File: config.mk
export PLATFORM = sky130hd
export DESIGN_NAME = data_padder_flat
export DESIGN_NICKNAME = d
export VERILOG_FILES = /design/src/rtl/data_padder_if.sv /design/src/rtl/data_padder.sv /design/src/flat_wrapper.sv
export SDC_FILE = /design/constraint.sdc
export NUM_CORES = 1
export LEC_CHECK = 0
export BUFFER_PORTS_ARGS = -buffer_cell sky130_fd_sc_hd__buf_2
export CAP_MARGIN = 20
export CORE_ASPECT_RATIO = 1.4
export CORE_MARGIN = 5
export CORE_UTILIZATION = 42
export CTS_CLUSTER_SIZE = 24
export DETAILED_ROUTE_END_ITERATION = 10
export PLACE_DENSITY = 0.76
export SYNTH_ARGS = -nofsm -noshare
export SYNTH_HDL_FRONTEND = slang
export SYNTH_SLANG_ARGS = --single-unit
File: constraint.sdc
create_clock -name clock_i -period 2.94 [get_ports clock_i]
set_clock_uncertainty 0.05 [all_clocks]
set_input_delay 0.294 -clock clock_i [delete_from_list [all_inputs] [get_ports clock_i]]
set_output_delay 0.294 -clock clock_i [all_outputs]
set_load 0.01 [all_outputs]
File: src/rtl/data_padder_if.sv
// Handshake bundle between the byte source, data_padder and the xor_up stage.
// master = byte source / block consumer side, slave = data_padder.
interface data_padder_if;
  logic [7:0]  byte_i;
  logic        byte_valid_i;
  logic        byte_last_i;
  logic        empty_msg_i;
  logic        byte_ready_o;
  logic [63:0] block_o;
  logic        block_valid_o;
  logic        block_last_o;
  logic        block_ready_i;

  modport master (
    output byte_i, byte_valid_i, byte_last_i, empty_msg_i, block_ready_i,
    input  byte_ready_o, block_o, block_valid_o, block_last_o
  );

  modport slave (
    input  byte_i, byte_valid_i, byte_last_i, empty_msg_i, block_ready_i,
    output byte_ready_o, block_o, block_valid_o, block_last_o
  );
endinterface

File: src/rtl/data_padder.sv
// Packs a byte stream into 64-bit blocks with Ascon 10* padding for xor_up.
// Optional macro DATA_PADDER_CNT_EN adds the block_cnt_o per-message block counter.
module data_padder #(
  parameter logic [7:0] PAD_BYTE = 8'h80
`ifdef DATA_PADDER_CNT_EN
  , parameter int CNT_W = 16
`endif
) (
  input  logic               clock_i,
  input  logic               reset_i,
  data_padder_if.slave       bus
`ifdef DATA_PADDER_CNT_EN
  , output logic [CNT_W-1:0] block_cnt_o
`endif
);

  typedef enum logic [1:0] {COLLECT, FULL_OUT, PAD_ONLY, LAST_OUT} state_t;

  localparam logic [63:0] PAD_BLOCK = {PAD_BYTE, 56'h0};

  state_t      state, state_n;
  logic [2:0]  k, k_n;
  logic [63:0] shreg, shreg_n;
  logic        pad_pend, pad_pend_n;

  // Byte k lands in [63-8k -: 8], so the first byte of a block is the MSB.
  function automatic logic [63:0] put_byte(input logic [63:0] blk,
                                           input logic [2:0]  pos,
                                           input logic [7:0]  b);
    logic [63:0] r;
    r = blk;
    r[8*(7-int'(pos)) +: 8] = b;
    return r;
  endfunction

  always_ff @(posedge clock_i) begin
    if (reset_i) begin
      state    <= COLLECT;
      k        <= 3'd0;
      shreg    <= 64'h0;
      pad_pend <= 1'b0;
    end else begin
      state    <= state_n;
      k        <= k_n;
      shreg    <= shreg_n;
      pad_pend <= pad_pend_n;
    end
  end

  always_comb begin
    state_n    = state;
    k_n        = k;
    shreg_n    = shreg;
    pad_pend_n = pad_pend;
    case (state)
      COLLECT: begin
        // A real byte always takes priority over the empty-message strobe.
        if (bus.byte_valid_i) begin
          shreg_n = put_byte(shreg, k, bus.byte_i);
          if (bus.byte_last_i) begin
            if (k == 3'd7) begin
              state_n    = FULL_OUT;
              pad_pend_n = 1'b1;
            end else begin
              shreg_n = put_byte(shreg_n, k + 3'd1, PAD_BYTE);
              state_n = LAST_OUT;
            end
          end else if (k == 3'd7) begin
            state_n = FULL_OUT;
          end else begin
            k_n = k + 3'd1;
          end
        end else if (bus.empty_msg_i) begin
          shreg_n = PAD_BLOCK;
          state_n = LAST_OUT;
        end
      end
      FULL_OUT: begin
        if (bus.block_ready_i) begin
          k_n = 3'd0;
          if (pad_pend) begin
            shreg_n = PAD_BLOCK;
            state_n = PAD_ONLY;
          end else begin
            shreg_n = 64'h0;
            state_n = COLLECT;
          end
        end
      end
      PAD_ONLY, LAST_OUT: begin
        if (bus.block_ready_i) begin
          pad_pend_n = 1'b0;
          k_n        = 3'd0;
          shreg_n    = 64'h0;
          state_n    = COLLECT;
        end
      end
      default: begin
        state_n = COLLECT;
      end
    endcase
  end

  assign bus.byte_ready_o  = (state == COLLECT);
  assign bus.block_valid_o = (state != COLLECT);
  assign bus.block_last_o  = (state == PAD_ONLY) || (state == LAST_OUT);
  assign bus.block_o       = shreg;

`ifdef DATA_PADDER_CNT_EN
  logic [CNT_W-1:0] cnt;
  logic             cnt_clr;
  logic             blk_accept;

  function automatic logic [CNT_W-1:0] sat_inc(input logic [CNT_W-1:0] v);
    return (&v) ? v : v + {{(CNT_W-1){1'b0}}, 1'b1};
  endfunction

  assign blk_accept = bus.block_valid_o & bus.block_ready_i;

  // The count including the last block is visible for one cycle, then clears.
  always_ff @(posedge clock_i) begin
    if (reset_i) begin
      cnt     <= '0;
      cnt_clr <= 1'b0;
    end else if (blk_accept) begin
      cnt     <= sat_inc(cnt);
      cnt_clr <= bus.block_last_o;
    end else if (cnt_clr) begin
      cnt     <= '0;
      cnt_clr <= 1'b0;
    end
  end

  assign block_cnt_o = cnt;
`endif

endmodule
File: src/flat_wrapper.sv
// flat-port wrapper written by rule: the top's interface ports become plain ports
module data_padder_flat 
#(
  parameter logic [7:0] PAD_BYTE = 8'h80

)
  (clock_i, reset_i, bus_byte_i, bus_byte_valid_i, bus_byte_last_i, bus_empty_msg_i, bus_block_ready_i, bus_byte_ready_o, bus_block_o, bus_block_valid_o, bus_block_last_o);
  data_padder_if bus_i ();
  input  logic clock_i;
  input  logic reset_i;
  input wire logic [$bits(bus_i.byte_i)-1:0] bus_byte_i;
  input wire logic [$bits(bus_i.byte_valid_i)-1:0] bus_byte_valid_i;
  input wire logic [$bits(bus_i.byte_last_i)-1:0] bus_byte_last_i;
  input wire logic [$bits(bus_i.empty_msg_i)-1:0] bus_empty_msg_i;
  input wire logic [$bits(bus_i.block_ready_i)-1:0] bus_block_ready_i;
  output wire logic [$bits(bus_i.byte_ready_o)-1:0] bus_byte_ready_o;
  output wire logic [$bits(bus_i.block_o)-1:0] bus_block_o;
  output wire logic [$bits(bus_i.block_valid_o)-1:0] bus_block_valid_o;
  output wire logic [$bits(bus_i.block_last_o)-1:0] bus_block_last_o;
  assign bus_i.byte_i = bus_byte_i;
  assign bus_i.byte_valid_i = bus_byte_valid_i;
  assign bus_i.byte_last_i = bus_byte_last_i;
  assign bus_i.empty_msg_i = bus_empty_msg_i;
  assign bus_i.block_ready_i = bus_block_ready_i;
  assign bus_byte_ready_o = bus_i.byte_ready_o;
  assign bus_block_o = bus_i.block_o;
  assign bus_block_valid_o = bus_i.block_valid_o;
  assign bus_block_last_o = bus_i.block_last_o;
  data_padder #(.PAD_BYTE(PAD_BYTE)) u_core (.clock_i(clock_i), .reset_i(reset_i), .bus(bus_i));
endmodule
After elaboration in Yosys (flattened, before gate mapping)

Index checks and enable logic that the tools add are counted.

Register bits: 70
Latch bits: 0
Bits in writable memories: 0
ROM bits: 0
Bits of input ports: 14
Output and inout bits: 67
Word-level logic and storage cells: 66
Memories kept: 0

Add/subtract/negate cells: 5
Multipliers: 0
Div/mod/pow operators: 0
Magnitude comparators: 0
Equality and inequality tests: 14
Shift-type cells: 4
Multiplexer cells: 29
Bitwise operators: 0
Reductions and logical operators: 10

Operator list:

| operator                 | number |
|---|---|
| $mux 64                  | 7 |
| $pmux 64 s3              | 1 |
| $bwmux 64                | 2 |
| $shift 8x33->64 const A  | 2 |
| $neg 32->33              | 2 |
| $shiftx 8x33->64         | 1 |
| $shiftx 8x33->64 const A | 1 |
| $mux 2                   | 8 |
| $mux 3                   | 4 |
| $ne 2x2->1 const B       | 6 |
| $reduce_and 4->1         | 2 |
| $sub 3x3->4 const A      | 2 |
| $pmux 2 s3               | 1 |
| $pmux 3 s2               | 1 |
| $reduce_and 5->1         | 1 |
| $eq 2x2->1 const B       | 2 |
| $mux 1                   | 4 |
| $ne 2x1->1 const B       | 2 |
| $ne 4x3->1 const B       | 1 |
| $reduce_bool 2->1        | 2 |
| $add 3x1->3 const B      | 1 |
| $eq 3x3->1 const B       | 1 |
| $ne 3x3->1 const B       | 1 |
| $reduce_and 3->1         | 1 |
| other kinds (6)          | 6 |

Depth between registers and ports, before layout

Depth in word-level cells: 9
Depth in mapped cells: 9
Mapped depth without buffers: 6

Least setup slack after synthesis

Ideal clock, no wire load.

Kind: register to register
From: register u_core.k[0]
To: register u_core.shreg[31] (netlist: u_core.bus.block_o[31])
Setup time: 117 ps
Arrival time: 2085 ps
Data required time: 2773 ps
Path slack: 687 ps
Cell stages (with the launch flop): 10
Path buffers: 3
Period minus slack after synthesis: 2253 ps
Cells stage by stage: dfxtp_1 > buf_2 > inv_1 > ha_1 > buf_2 > nor2_1 > and3_1 > buf_2 > nand2_1 > a32o_1

Cells in the longest elaborated chain, start to end: 9
Elaborated cells on any way between the ends: 16
Classes of those cells: add/sub: 5; eq/ne: 1; shift: 4; mux: 6

Ends and longest elaborated chain:

| item                                              | RTL line                             | RTL |
|---|---|---|
| start: declaration                                | data_padder.sv:22                    | `logic [2:0] k, k_n;` |
| start signal: assignment                          | data_padder.sv:44                    | `k <= k_n;` |
| $add 3x1->3 / $sub 3x3->4 (equally long branches) | data_padder.sv:65, data_padder.sv:32 |  |
| $sub 3x3->4 / $neg 32->33 (equally long branches) | data_padder.sv:32                    | `r[8*(7-int'(pos)) +: 8] = b;` |
| $neg 32->33 (tied with other cells)               | data_padder.sv:32                    |  |
| $shiftx 8x33->64 (tied with other cells)          | data_padder.sv:32                    |  |
| $bwmux 64                                         | data_padder.sv:32                    |  |
| $mux 64                                           | data_padder.sv:61                    | `if (k == 3'd7) begin` |
| $mux 64 (*)                                       | data_padder.sv:60                    | `if (bus.byte_last_i) begin` |
| $mux 64 (*)                                       | data_padder.sv:58                    | `if (bus.byte_valid_i) begin` |
| $pmux 64 s3 (*)                                   | data_padder.sv:55                    | `case (state)` |
| end signal: assignment                            | data_padder.sv:45                    | `shreg <= shreg_n;` |
| end: declaration                                  | data_padder.sv:23                    | `logic [63:0] shreg, shreg_n;` |

Every way passes the cells marked *; elsewhere a longest branch is shown, timed or not.
A chain may end at the register's enable or synchronous reset.

Worst setup path after layout

Same ends and word-level chain as after synthesis.

==> results.yml <==
timing:
  tns_ns: 0
  rsz0062_at_grt: "false"
  worst_slew_pin_slew_ns: 0.678
  hold_viol: 0
  finalSetupViolCount: 0
  drv_slew: 0
  fin_crit_sh_pct: 91.7
  fmax_mhz: 371
  finalCriticalPeriod_ns: 2.70
  slew_headroom_pct: 54.6
synth:
  ys.flop_type: "dfxtp_1"
  synth_nets: 427
  synthArstFlopShare_pct: 0
  netlist_area_um2: 3390
  syn-instance-count: 408
  ys_ff_latch: 70
  yosysSeqAreaShare_pct: 41.4
  ys_types: 56
  yosys_warnings: 0
  synth.avg_cell_area_um2: 8.30
  synth_edf_count: 0
clock_network:
  cts.clk_slew.worst_paths_ns: 0.07
  clk_path_buf_depth: 2
  cts_buffers: 9
  cts_setup_buffers: 0
  clkLatencyLatePin_ns: 0.34
  cts_root_buffer: "clkbuf_8"
  ctsResizeCount: 0
  htree_levels: 3
  cts_hold_buf: 0
  cts.sinks: 70
  cts_tree: "done"
drt:
  routedWlPerCell_um: 17.4
  drc: 0
  drt_iter0_drc: 334
  routed_via_density: 5.98
  antenna_left: 0
  drt-total-wl_um: 10100
  dr_total_vias: 3459
  first_pass_iters: 5
power:
  leakage_nw: 1.55
  swShare_pct: 29.7
  internal_power_mw: 1.48
  p_seq_share_pct: 47.5
  power.density_nw_per_um2: 524
  clkPwrFrac_pct: 35.8
  power_frac_comb_pct: 16.7
  p_switching_mw: 0.627
  peakVddDrop_uv: 235
setup_path:
  critPathSlowestCell: "dfxtp_1"
  cp_cell_sequence: "inv_1, ha_1, nor2_1, and3_1, nand2_1, a32o_1"
  reg2regPathDepth: 6
  cp.required_ns: 3.12
  reg2reg_to: "u_core.bus.block_o[31]"
  critPathLaunchType: "register"
  r2r-start: "u_core.k[0]"
  crit_arrival_ns: 2.88
  critPathCaptureType: "register"
  slowest_delay_ns: 0.60
  critPathKind: "reg -> reg"
  critPathMaxFanout: 13
  r2r_slack_ns: 0.24
floorplan:
  ioPinCount: 81
  die_w_um: 85.9
  row_count: 38
  die_y_um: 116
  initial_core_util_pct: 43.4
  core_area_um2: 7800
  die_area_um2: 9980
final_layout:
  antenna_cells: 0
  post-route-util_pct: 51.6
  area.sequential_um2: 1400
  final_cells: 578
  syn_to_final_growth_pct: 18.9
  multiInputGateArea_um2: 1800
  fin_nets: 493
  nFillCells: 774
  drive_above_1_share_pct: 25.5
placement:
  io_buffers: 80
  dp_cells: 563
  dp_hpwl_um: 7440
  place_congestion: 0.982
hold_path:
  min_to: "u_core.k[0]"
  whs_path_depth: 2
  hp-class: "in -> reg"
  min-delay-start: "reset_i"
job:
  cap_viol_max_count: 0
grt:
  antenna_found_initial: 0
  grt-ovfl-total: 0
  track_usage_pct: 20.8
  grt_pass1_vias: 3220
  grt_pass1_wl_um: 16400
  grt_max_degree: 24
status:
  status: "completed"
-- per-stage QoR --
stage / power [mW] / instance area (µm²) / setup slack (ns) / hold WS [ns]
after CTS: 2.11 / 4030 / 0.317 / 0.218
after floorplan: 1.26 / 3390 / 0.687 / 0.392
after global placement: 1.36 / 3840 / 0.465 / 0.411
after detailed placement: 1.37 / 3840 / 0.341 / 0.417
after global routing: 2.20 / 4030 / 0.0110 / 0.237
final: 2.11 / 4030 / 0.244 / 0.233
-- metal layers --
metal,vias up,track usage (%),wire (µm)
met2,167,34.5,5060
met4,0,9.71,264
met5,-,0,0
met1,1611,25.5,4020
li1,1659,-,-
met3,22,4.66,730
-- power by group through the flow --
stage	combinational, mW	clock [mW]	sequential [mW]
2_1_floorplan	0.247	0	1.02
3_3_place_gp	0.340	0	1.02
3_5_place_dp	0.345	0	1.02
4_1_cts	0.346	0.763	1.00
5_1_grt	0.386	0.811	1.01
6_report	0.353	0.755	1.00
-- cells in the mapped netlist, types with 4 or more instances --
library cell	instances	area share, %
buf_2	14	2.1
o32ai_1	4	1.0
nand2_1	14	1.6
dfxtp_1	70	41
nor2b_1	6	1.1
nand3_1	32	4.7
a21o_1	5	1.1
a21oi_1	66	9.8
inv_1	6	0.67
nand4_1	28	5.2
nor2_1	13	1.4
ha_1	5	1.8
o21ai_0	60	8.9
o21ai_1	4	0.59
a32o_1	7	2.1
clkbuf_1	20	2.2
-- worst max-delay path by stage --
stage / start / to / slack [ns] / depth (start not counted)
after floorplan: u_core.k[0] / u_core.bus.block_o[31] / 0.69 / 9
after global placement: u_core.k[0] / u_core.bus.block_o[31] / 0.46 / 6
after detailed placement: u_core.k[0] / u_core.bus.block_o[31] / 0.34 / 6
after CTS: u_core.k[0] / u_core.bus.block_o[31] / 0.32 / 6
after global routing: u_core.k[0] / u_core.bus.block_o[60] / 0.01 / 6
final: u_core.k[0] / u_core.bus.block_o[31] / 0.24 / 6
-- flip-flops by register name, summed over array words and instances, names as in the netlist --
| name | count |
|---|---|
| u_core.bus.block_o | 64 |
| u_core.k | 3 |
| u_core.pad_pend | 1 |
| u_core.state | 2 |
-- layout make-up --
| cell class | count | area share [%] |
|---|---|---|
| flip-flops and latches | 70 | 34.8 |
| clock inverters | 4 | 1.18 |
| repair buffers | 92 | 12.2 |
| inverters | 6 | 0.559 |
| multi-input cells | 295 | 44.7 |
| well taps | 100 | 3.11 |
| clock buffers | 11 | 3.51 |
-- kinds of logic (layout without fill, tap and decap cells) --
group | after synthesis | in the layout | share of synthesized area, %
compound gates | 166 | 166 | 29.0
simple gates | 119 | 119 | 20.0
flops | 70 | 70 | 41.4
buf+inv | 43 | 113 | 5.51
fa+ha+maj | 5 | 5 | 1.85
xor+xnor | 3 | 3 | 1.66
mux | 2 | 2 | 0.591
-- critical path, delay by kind of cell, from the launching register on --
kind	cells	cell delay (ns)
flops	1	0.60
compound gates	1	0.27
fa+ha+maj	1	0.41
buf+inv	1	0.16
simple gates	3	1.09
-- cells in the final DEF (no fill, tap or decap), drive strengths merged, types with 2 or more instances in the layout --
cell,instances
a21o,5
a21oi,66
a32o,7
and2,2
and3,2
buf,92
clkbuf,11
clkinv,2
dfxtp,70
ha,5
inv,6
mux2i,2
nand2,15
nand3,33
nand4,28
nand4b,2
nor2,13
nor2b,6
nor3,4
nor3b,2
nor4,3
o211ai,2
o21a,2
o21ai,65
o31ai,4
o32ai,4
or3,2
or3b,2
(Power assumes the default switching activity.)
